**src/rtl/dtw_dispatch_arbiter.sv**
```systemverilog
// DTW dispatch arbiter: streams queries from one source FIFO to idle cores.
// It also collects 3-word results round-robin. Optional stats: DTW_DISPATCH_STATS_EN.
module dtw_dispatch_arbiter #(
  parameter int N_CORES    = 4,
  parameter int SQG_SIZE   = 250,
  parameter int axi_dwidth = 32
) (
  input  logic                          clk,
  input  logic                          rst,
  input  logic                          enable,
  output logic                          busy,
  output logic                          src_fifo_rden,
  input  logic                          src_fifo_empty,
  input  logic [axi_dwidth-1:0]         src_fifo_data,
  output logic [N_CORES-1:0]            core_start,
  input  logic [N_CORES-1:0]            core_running,
  output logic [N_CORES-1:0]            core_src_empty,
  input  logic [N_CORES-1:0]            core_src_rden,
  output logic [axi_dwidth-1:0]         core_src_data,
  input  logic [N_CORES-1:0]            core_sink_wren,
  input  logic [N_CORES*axi_dwidth-1:0] core_sink_data,
  output logic [N_CORES-1:0]            core_sink_full,
  output logic                          sink_fifo_wren,
  input  logic                          sink_fifo_full,
  output logic [axi_dwidth-1:0]         sink_fifo_data
`ifdef DTW_DISPATCH_STATS_EN
  ,
  output logic [31:0]                   stat_dispatched,
  output logic [31:0]                   stat_returned
`endif
);

  localparam int IW = (N_CORES > 1) ? $clog2(N_CORES) : 1;
  localparam int CW = $clog2(SQG_SIZE + 2);

  typedef enum logic [1:0] {
    D_IDLE, D_SELECT, D_START, D_STREAM
  } dstate_t;

  dstate_t         state, state_nx;
  logic [IW-1:0]   dp, sel, pick_d;
  logic            found_d;
  logic [CW-1:0]   wcnt;
  logic            xfer, last_word;

  logic            gv, found_r, acc;
  logic [IW-1:0]   g, rp, pick_r;
  logic [1:0]      rcnt;

  function automatic logic [IW-1:0] inc_mod(input logic [IW-1:0] v);
    if (int'(v) == N_CORES - 1) return '0;
    return v + IW'(1);
  endfunction

  assign core_src_data = src_fifo_data;
  assign xfer      = (state == D_STREAM) && core_src_rden[sel] && !src_fifo_empty;
  assign last_word = xfer && (wcnt == CW'(SQG_SIZE));
  assign busy      = !rst && ((state != D_IDLE) || (|core_running));

  // Round-robin search for the first idle core starting at dp
  always_comb begin
    found_d = 1'b0;
    pick_d  = dp;
    for (int i = 0; i < N_CORES; i++) begin
      int k;
      k = int'(dp) + i;
      if (k >= N_CORES) k = k - N_CORES;
      if (!found_d && !core_running[IW'(k)]) begin
        found_d = 1'b1;
        pick_d  = IW'(k);
      end
    end
  end

  // Dispatch state register
  always_ff @(posedge clk or posedge rst) begin
    if (rst) state <= D_IDLE;
    else     state <= state_nx;
  end

  // Dispatch next-state logic
  always_comb begin
    state_nx = state;
    unique case (state)
      D_IDLE:   if (enable && !src_fifo_empty) state_nx = D_SELECT;
      D_SELECT: if (found_d) state_nx = D_START;
      D_START:  state_nx = D_STREAM;
      D_STREAM: if (last_word) state_nx = D_IDLE;
      default:  state_nx = D_IDLE;
    endcase
  end

  // Dispatch outputs: only the selected core sees the source while streaming
  always_comb begin
    core_start     = '0;
    core_src_empty = '1;
    src_fifo_rden  = 1'b0;
    if (state == D_START) core_start[sel] = 1'b1;
    if (state == D_STREAM) begin
      core_src_empty[sel] = src_fifo_empty;
      src_fifo_rden       = core_src_rden[sel];
    end
  end

  // Dispatch datapath: selected core, word counter, dispatch pointer
  always_ff @(posedge clk or posedge rst) begin
    if (rst) begin
      sel  <= '0;
      dp   <= '0;
      wcnt <= '0;
    end else begin
      if (state == D_SELECT && found_d) sel <= pick_d;
      if (xfer) begin
        if (last_word) begin
          wcnt <= '0;
          dp   <= inc_mod(sel);
        end else begin
          wcnt <= wcnt + CW'(1);
        end
      end
    end
  end

  // Round-robin search for a requesting core starting at rp
  always_comb begin
    found_r = 1'b0;
    pick_r  = rp;
    for (int i = 0; i < N_CORES; i++) begin
      int k;
      k = int'(rp) + i;
      if (k >= N_CORES) k = k - N_CORES;
      if (!found_r && core_sink_wren[IW'(k)]) begin
        found_r = 1'b1;
        pick_r  = IW'(k);
      end
    end
  end

  assign acc = gv && core_sink_wren[g] && !sink_fifo_full;

  // Result grant: locks on one core for three accepted words
  always_ff @(posedge clk or posedge rst) begin
    if (rst) begin
      gv   <= 1'b0;
      g    <= '0;
      rp   <= '0;
      rcnt <= '0;
    end else if (!gv) begin
      if (found_r) begin
        gv <= 1'b1;
        g  <= pick_r;
      end
    end else if (acc) begin
      if (rcnt == 2'd2) begin
        gv   <= 1'b0;
        rcnt <= '0;
        rp   <= inc_mod(g);
      end else begin
        rcnt <= rcnt + 2'd1;
      end
    end
  end

  // Result outputs: non-granted cores see a full sink
  always_comb begin
    core_sink_full = '1;
    sink_fifo_wren = 1'b0;
    sink_fifo_data = '0;
    if (gv) begin
      core_sink_full[g] = sink_fifo_full;
      sink_fifo_wren    = core_sink_wren[g];
      sink_fifo_data    = core_sink_data[int'(g)*axi_dwidth +: axi_dwidth];
    end
  end

`ifdef DTW_DISPATCH_STATS_EN
  // Wrapping dispatch / result counters
  always_ff @(posedge clk or posedge rst) begin
    if (rst) begin
      stat_dispatched <= '0;
      stat_returned   <= '0;
    end else begin
      if (state == D_START) stat_dispatched <= stat_dispatched + 32'd1;
      if (acc && rcnt == 2'd2) stat_returned <= stat_returned + 32'd1;
    end
  end
`endif

endmodule

```
**config.mk**
```make
export PLATFORM = sky130hd
export DESIGN_NAME = dtw_dispatch_arbiter
export DESIGN_NICKNAME = d
export VERILOG_FILES = /design/src/rtl/dtw_dispatch_arbiter.sv
export SDC_FILE = /design/constraint.sdc
export NUM_CORES = 1
export LEC_CHECK = 0
export ABC_AREA = 1
export CORE_AREA = 2 2 100 102
export DETAILED_ROUTE_END_ITERATION = 6
export DIE_AREA = 0 0 102 104
export HOLD_SLACK_MARGIN = 0.08
export PLACE_DENSITY = 0.85
export SLEW_MARGIN = 10
export SYNTH_ARGS = -nofsm -noshare
export SYNTH_HDL_FRONTEND = slang
export SYNTH_SLANG_ARGS = --single-unit
export TNS_END_PERCENT = 30
```
**constraint.sdc**
```tcl
create_clock -name clk -period 3.5 [get_ports clk]
set_input_delay 0.7 -clock clk [delete_from_list [all_inputs] [get_ports clk]]
set_output_delay 0.7 -clock clk [all_outputs]
set_load 0.02 [all_outputs]
```
# After elaboration in Yosys (flattened, before gate mapping)

Cells that the tools add are included.

Div/mod/pow operators: 0
Multiply operators: 0
Shift operators: 1
Bitwise operators: 5
Multiplexer cells: 83
Equality and inequality tests: 10
$lt $le $gt $ge: 20
Add/subtract/negate cells: 18
Reduce and logical (&&, ||, !) cells: 36

Operators by type and width:

| operator                                                    | number |
|---|---|
| variable part select 128 x 8 -> 32 bit                      | 1 |
| 2-to-1 mux 2 bit                                            | 24 |
| 2-to-1 mux 1 bit                                            | 41 |
| less-than comparator 2 x 4 -> 1 bit (second input constant) | 8 |
| 2-to-1 mux 32 bit                                           | 1 |
| binary-select mux 1 bit (select 2 bit)                      | 10 |
| >= comparator 3 bit (second input constant)                 | 6 |
| logical AND 1 bit                                           | 16 |
| subtractor 2 x 1 -> 2 bit (second input constant)           | 8 |
| adder 2 x 2 -> 3 bit (second input constant)                | 4 |
| 2-to-1 mux 4 bit                                            | 3 |
| logical NOT 1 bit                                           | 11 |
| adder 8 x 1 -> 8 bit (second input constant)                | 1 |
| equality test 8 bit (second input constant)                 | 1 |
| 2-to-1 mux 8 bit                                            | 1 |
| NOT 4 bit                                                   | 2 |
| bitwise OR 4 bit                                            | 2 |
| case mux 2 bit (4 select lines)                             | 1 |
| adder 2 x 1 -> 2 bit (second input constant)                | 3 |
| adder 2 x 1 -> 3 bit (second input constant)                | 2 |
| equality test 2 x 1 -> 1 bit (second input constant)        | 3 |
| equality test 2 bit (second input constant)                 | 3 |
| >= comparator 2 x 3 -> 1 bit (second input constant)        | 2 |
| less-than comparator 2 x 3 -> 1 bit (second input constant) | 2 |
| other kinds (10)                                            | 17 |

Word-level logic and storage cells: 181
Register bits after elaboration: 21
RAM bits: 0
Bits of input ports: 177
Memories kept: 0
Bits in latches: 0
Output and inout bits: 79
Memory bits (read-only): 0

# Depth between registers and ports, before layout

Depth in word-level cells: 17
Depth in mapped cells: 14
Gate-level depth less buffers: 14

# Worst setup path after synthesis

Ideal clock, no wire load.

Path kind: in2out
From: in rst
To: out busy
Setup slack: 1.286 ns
Arrival: 1.514 ns
Path buffers: 0
Data required time: 2.800 ns
Stages on the path: 3
Path through: inv_1 > o21ai_0 > inv_1

Longest elaborated chain between the ends: 2

RTL lines:

| element                     | RTL line | text |
|---|---|---|
| start: declaration          | 9        | `input logic rst,` |
| logical NOT 1 bit (no line) | -        |  |
| logical AND 1 bit           | 58       | `assign busy = !rst && ((state != D_IDLE) \|\| (\|core_running));` |
| end: declaration            | 11       | `output logic busy,` |

No other way between the ends.

# Worst setup path after layout

From: reg g[0]
To: out sink_fifo_data[22]

Longest elaborated chain between the ends: 2

RTL lines:

| element                                | RTL line | text |
|---|---|---|
| start: declaration                     | 47       | `logic [IW-1:0] g, rp, pick_r;` |
| start signal: assignment               | 151      | `g <= pick_r;` |
| variable part select 128 x 8 -> 32 bit | 172      | `sink_fifo_data = core_sink_data[int'(g)*axi_dwidth +: axi_dwidth];` |
| 2-to-1 mux 32 bit                      | 169      | `if (gv) begin` |
| end: declaration                       | 25       | `output logic [axi_dwidth-1:0] sink_fifo_data` |

No other way between the ends.

==> out/summary.txt <==
run status: completed
ANT nets after route: 0
row cnt: 36
Lkg Pwr: 2.157 nW
post-synthesis register bit count: 21
max-cap violations: 0
Root Driver: clkbuf_8
final setup violation count: 0
first-pass GRT wire length: 17100 µm
maximum clock rate: 0.3056 GHz
ys async rst share: 1.000
IO Port Bufs: 191
post-synth top area share: 0.1763
WL/cell: 13.69 µm
most numerous cell in the Yosys netlist: nor2_1
largest area contributor in the netlist: nor2_1
Via density: 4.698
Final Max Slew Viols: 0
Main synth FF type: dfrtp_1
synth top area cells: nor2_1 18%, dfrtp_1 17%, o21ai_0 13%
core area: 9549 µm²
initial antenna violation count: 0
clock sink count: 21
Starting Density: 0.3278
Max Buffers Root-to-Sink: 2
Total Routing Usage GR: 0.1972
unrepaired setup endpoints after global routing: false
number of CTS-inserted buffers: 3
max_slew headroom: 0.5215
DR iter-0 viols: 168
Crit path required time: 2800 ps
largest net degree at the start of global routing: 71
worst-path maximum fanout: 70
Hold-fix buffers, CTS: 0
slowest CP cell: clkdlybuf4s50_1
Pwr Density: 702.2 nW/µm²
Worst Path Arrival: 2570 ps
Yosys warnings: 0
RD Place Congestion: 0.8574
crit path capture type: output port
Yosys cell types: 32
Top Ports: 256
CTS H-tree lvls: 1
skew final: 4.549 ps
later-pin clock latency in the skew report: 260 ps
layout cells sized above 1: 0.05620
Nets: 887
Antenna Diode Count: 0
routed vias: 3885
Largest stage delay, worst path: 680 ps
Post-CTS Setup Repair Bufs: 0
Die Ht: 104 µm
final std cells w/o fill: 827
most frequent CP cell: nor2_1
Inst Count DP: 823
Post-synth top cells: 147 x nor2_1, 83 x nand2_1, 80 x o21ai_0, 40 x a21oi_1, 38 x inv_1
critical path type: reg -> out
vias in the first global route: 3417
full die area: 10610 µm²
Period minus WS final: 3272 ps
hpwl dp: 8979 µm
clk slew on worst S/H paths: 80 ps
worst slew pin tran: 717.8 ps
Syn Std Cell Area: 3131 µm²
CP cell instances: buf_4 -> nor2_1 -> nor2_1 -> o21ai_0 -> a21oi_1 -> clkdlybuf4s50_1
drt total wl: 11320 µm
Final Hold Fails: 0
Syn Area/Cell: 5.661 µm²
Critical Path Start Type: flip-flop
drt first pass iters: 4
Peak VDD IR: 0.3665 mV
die width: 102 µm
Area Overhead vs Synth: 57.39%
final setup TNS: 0 ps
Synthesized Nets: 745
Syn Inst Count: 553
CTS resizes: 0
register area share after synthesis: 0.1679
Tcrit/Tclk final: 0.9349
CTS tree: yes
Post-synth EDFFs: 0
drt drc: 0
total grt overflow: 0
Hold/Removal Path Class: reg -> reg
## metrics by stage
step / area, µm² / hold slack, ps / util / total power, mW / setup WS [ps]
6_report: 4927 / 512.5 / 0.5160 / 3.460 / 227.8
5_1_grt: 4927 / 529.8 / 0.5160 / 3.787 / 76.79
4_1_cts: 4927 / 515.1 / 0.5160 / 3.485 / 267.3
3_5_place_dp: 4882 / 497.4 / 0.5113 / 3.317 / 404.0
3_3_place_gp: 4882 / 486.2 / 0.5113 / 3.284 / 396.8
2_1_floorplan: 3131 / 462.4 / - / 2.248 / 1286
## logic make-up (layout without fill, tap and decap cells)
family | Yosys count | after routing | synth area share
simple gates | 273 | 273 | 0.3625
compound gates | 138 | 138 | 0.2322
buf+inv | 104 | 245 | 0.1719
xor+xnor | 2 | 2 | 0.005597
flops | 21 | 21 | 0.1679
fa+ha+maj | 15 | 15 | 0.05995
## registers in the layout, indices dropped and copies added (netlist names)
register and count:
rcnt 2, rp 2, g 2, dp 2, sel 2, wcnt 8, state 2, gv 1
## per-layer routing
| metal | vias to the layer above | GRT usage | routed length (µm) |
|---|---|---|---|
| met3 | 6 | 0.06788 | 1244 |
| met5 | - | 0 | 0 |
| met4 | 0 | 0.01905 | 52 |
| met2 | 144 | 0.3398 | 5466 |
| li1 | 2025 | - | - |
| met1 | 1710 | 0.2445 | 4554 |
## worst paths after layout
| check | from | cells past startpoint | end | slack (ps) |
|---|---|---|---|---|
| worst max-delay path | g[0]$_DFFE_PP0P_ | 6 | sink_fifo_data[22] | 230 |
| worst min-delay path | wcnt[7]$_DFFE_PP0P_ | 2 | wcnt[7]$_DFFE_PP0P_ | 510 |
| worst max register to register | state[0]$_DFFE_PP0P_ | 10 | state[0]$_DFFE_PP0P_ | 1380 |
| worst min register to register | wcnt[7]$_DFFE_PP0P_ | 2 | wcnt[7]$_DFFE_PP0P_ | 510 |
| max in group asynchronous | rst | 3 | g[0]$_DFFE_PP0P_ | 2410 |
| min in group asynchronous | rst | 3 | dp[0]$_DFFE_PP0P_ | 860 |
## area by class of cell
cell class / count / area (µm²)
inverters: 44 / 165.2
clock buffers: 4 / 45.04
flip-flops and latches: 21 / 526.8
fillers: 969 / 4622
well taps: 133 / 166.4
multi-input cells: 428 / 2067
repair buffers: 197 / 1957
## power by group
group	leakage (nW)	internal, mW	total (mW)	switching (mW)
Combinational	1.88	1.20	2.85	1.65
Clock	0.0228	0.0810	0.157	0.0759
Sequential	0.254	0.334	0.448	0.115
## worst max-delay path, delay by kind of cell (launching register included)
| kind | cells | cell delay [ps] |
|---|---|---|
| AO/OA/AOI/OAI | 2 | 430 |
| AND/OR/NAND/NOR | 2 | 240 |
| buffers and inverters | 2 | 1250 |
| flip-flops | 1 | 370 |
## cell usage in the layout, fill, tap and decap left out, types with 6 or more instances in the layout
master / instances
dfrtp_1: 20
nand3_1: 18
inv_1: 38
nand2_2: 13
clkdlybuf4s50_1: 191
a21oi_1: 40
o21ai_0: 80
buf_4: 6
nand2_1: 83
nor2_1: 147
ha_1: 15
o21ai_1: 6
o21ai_2: 6
No activity file was read; power rests on OpenSTA's default activity.
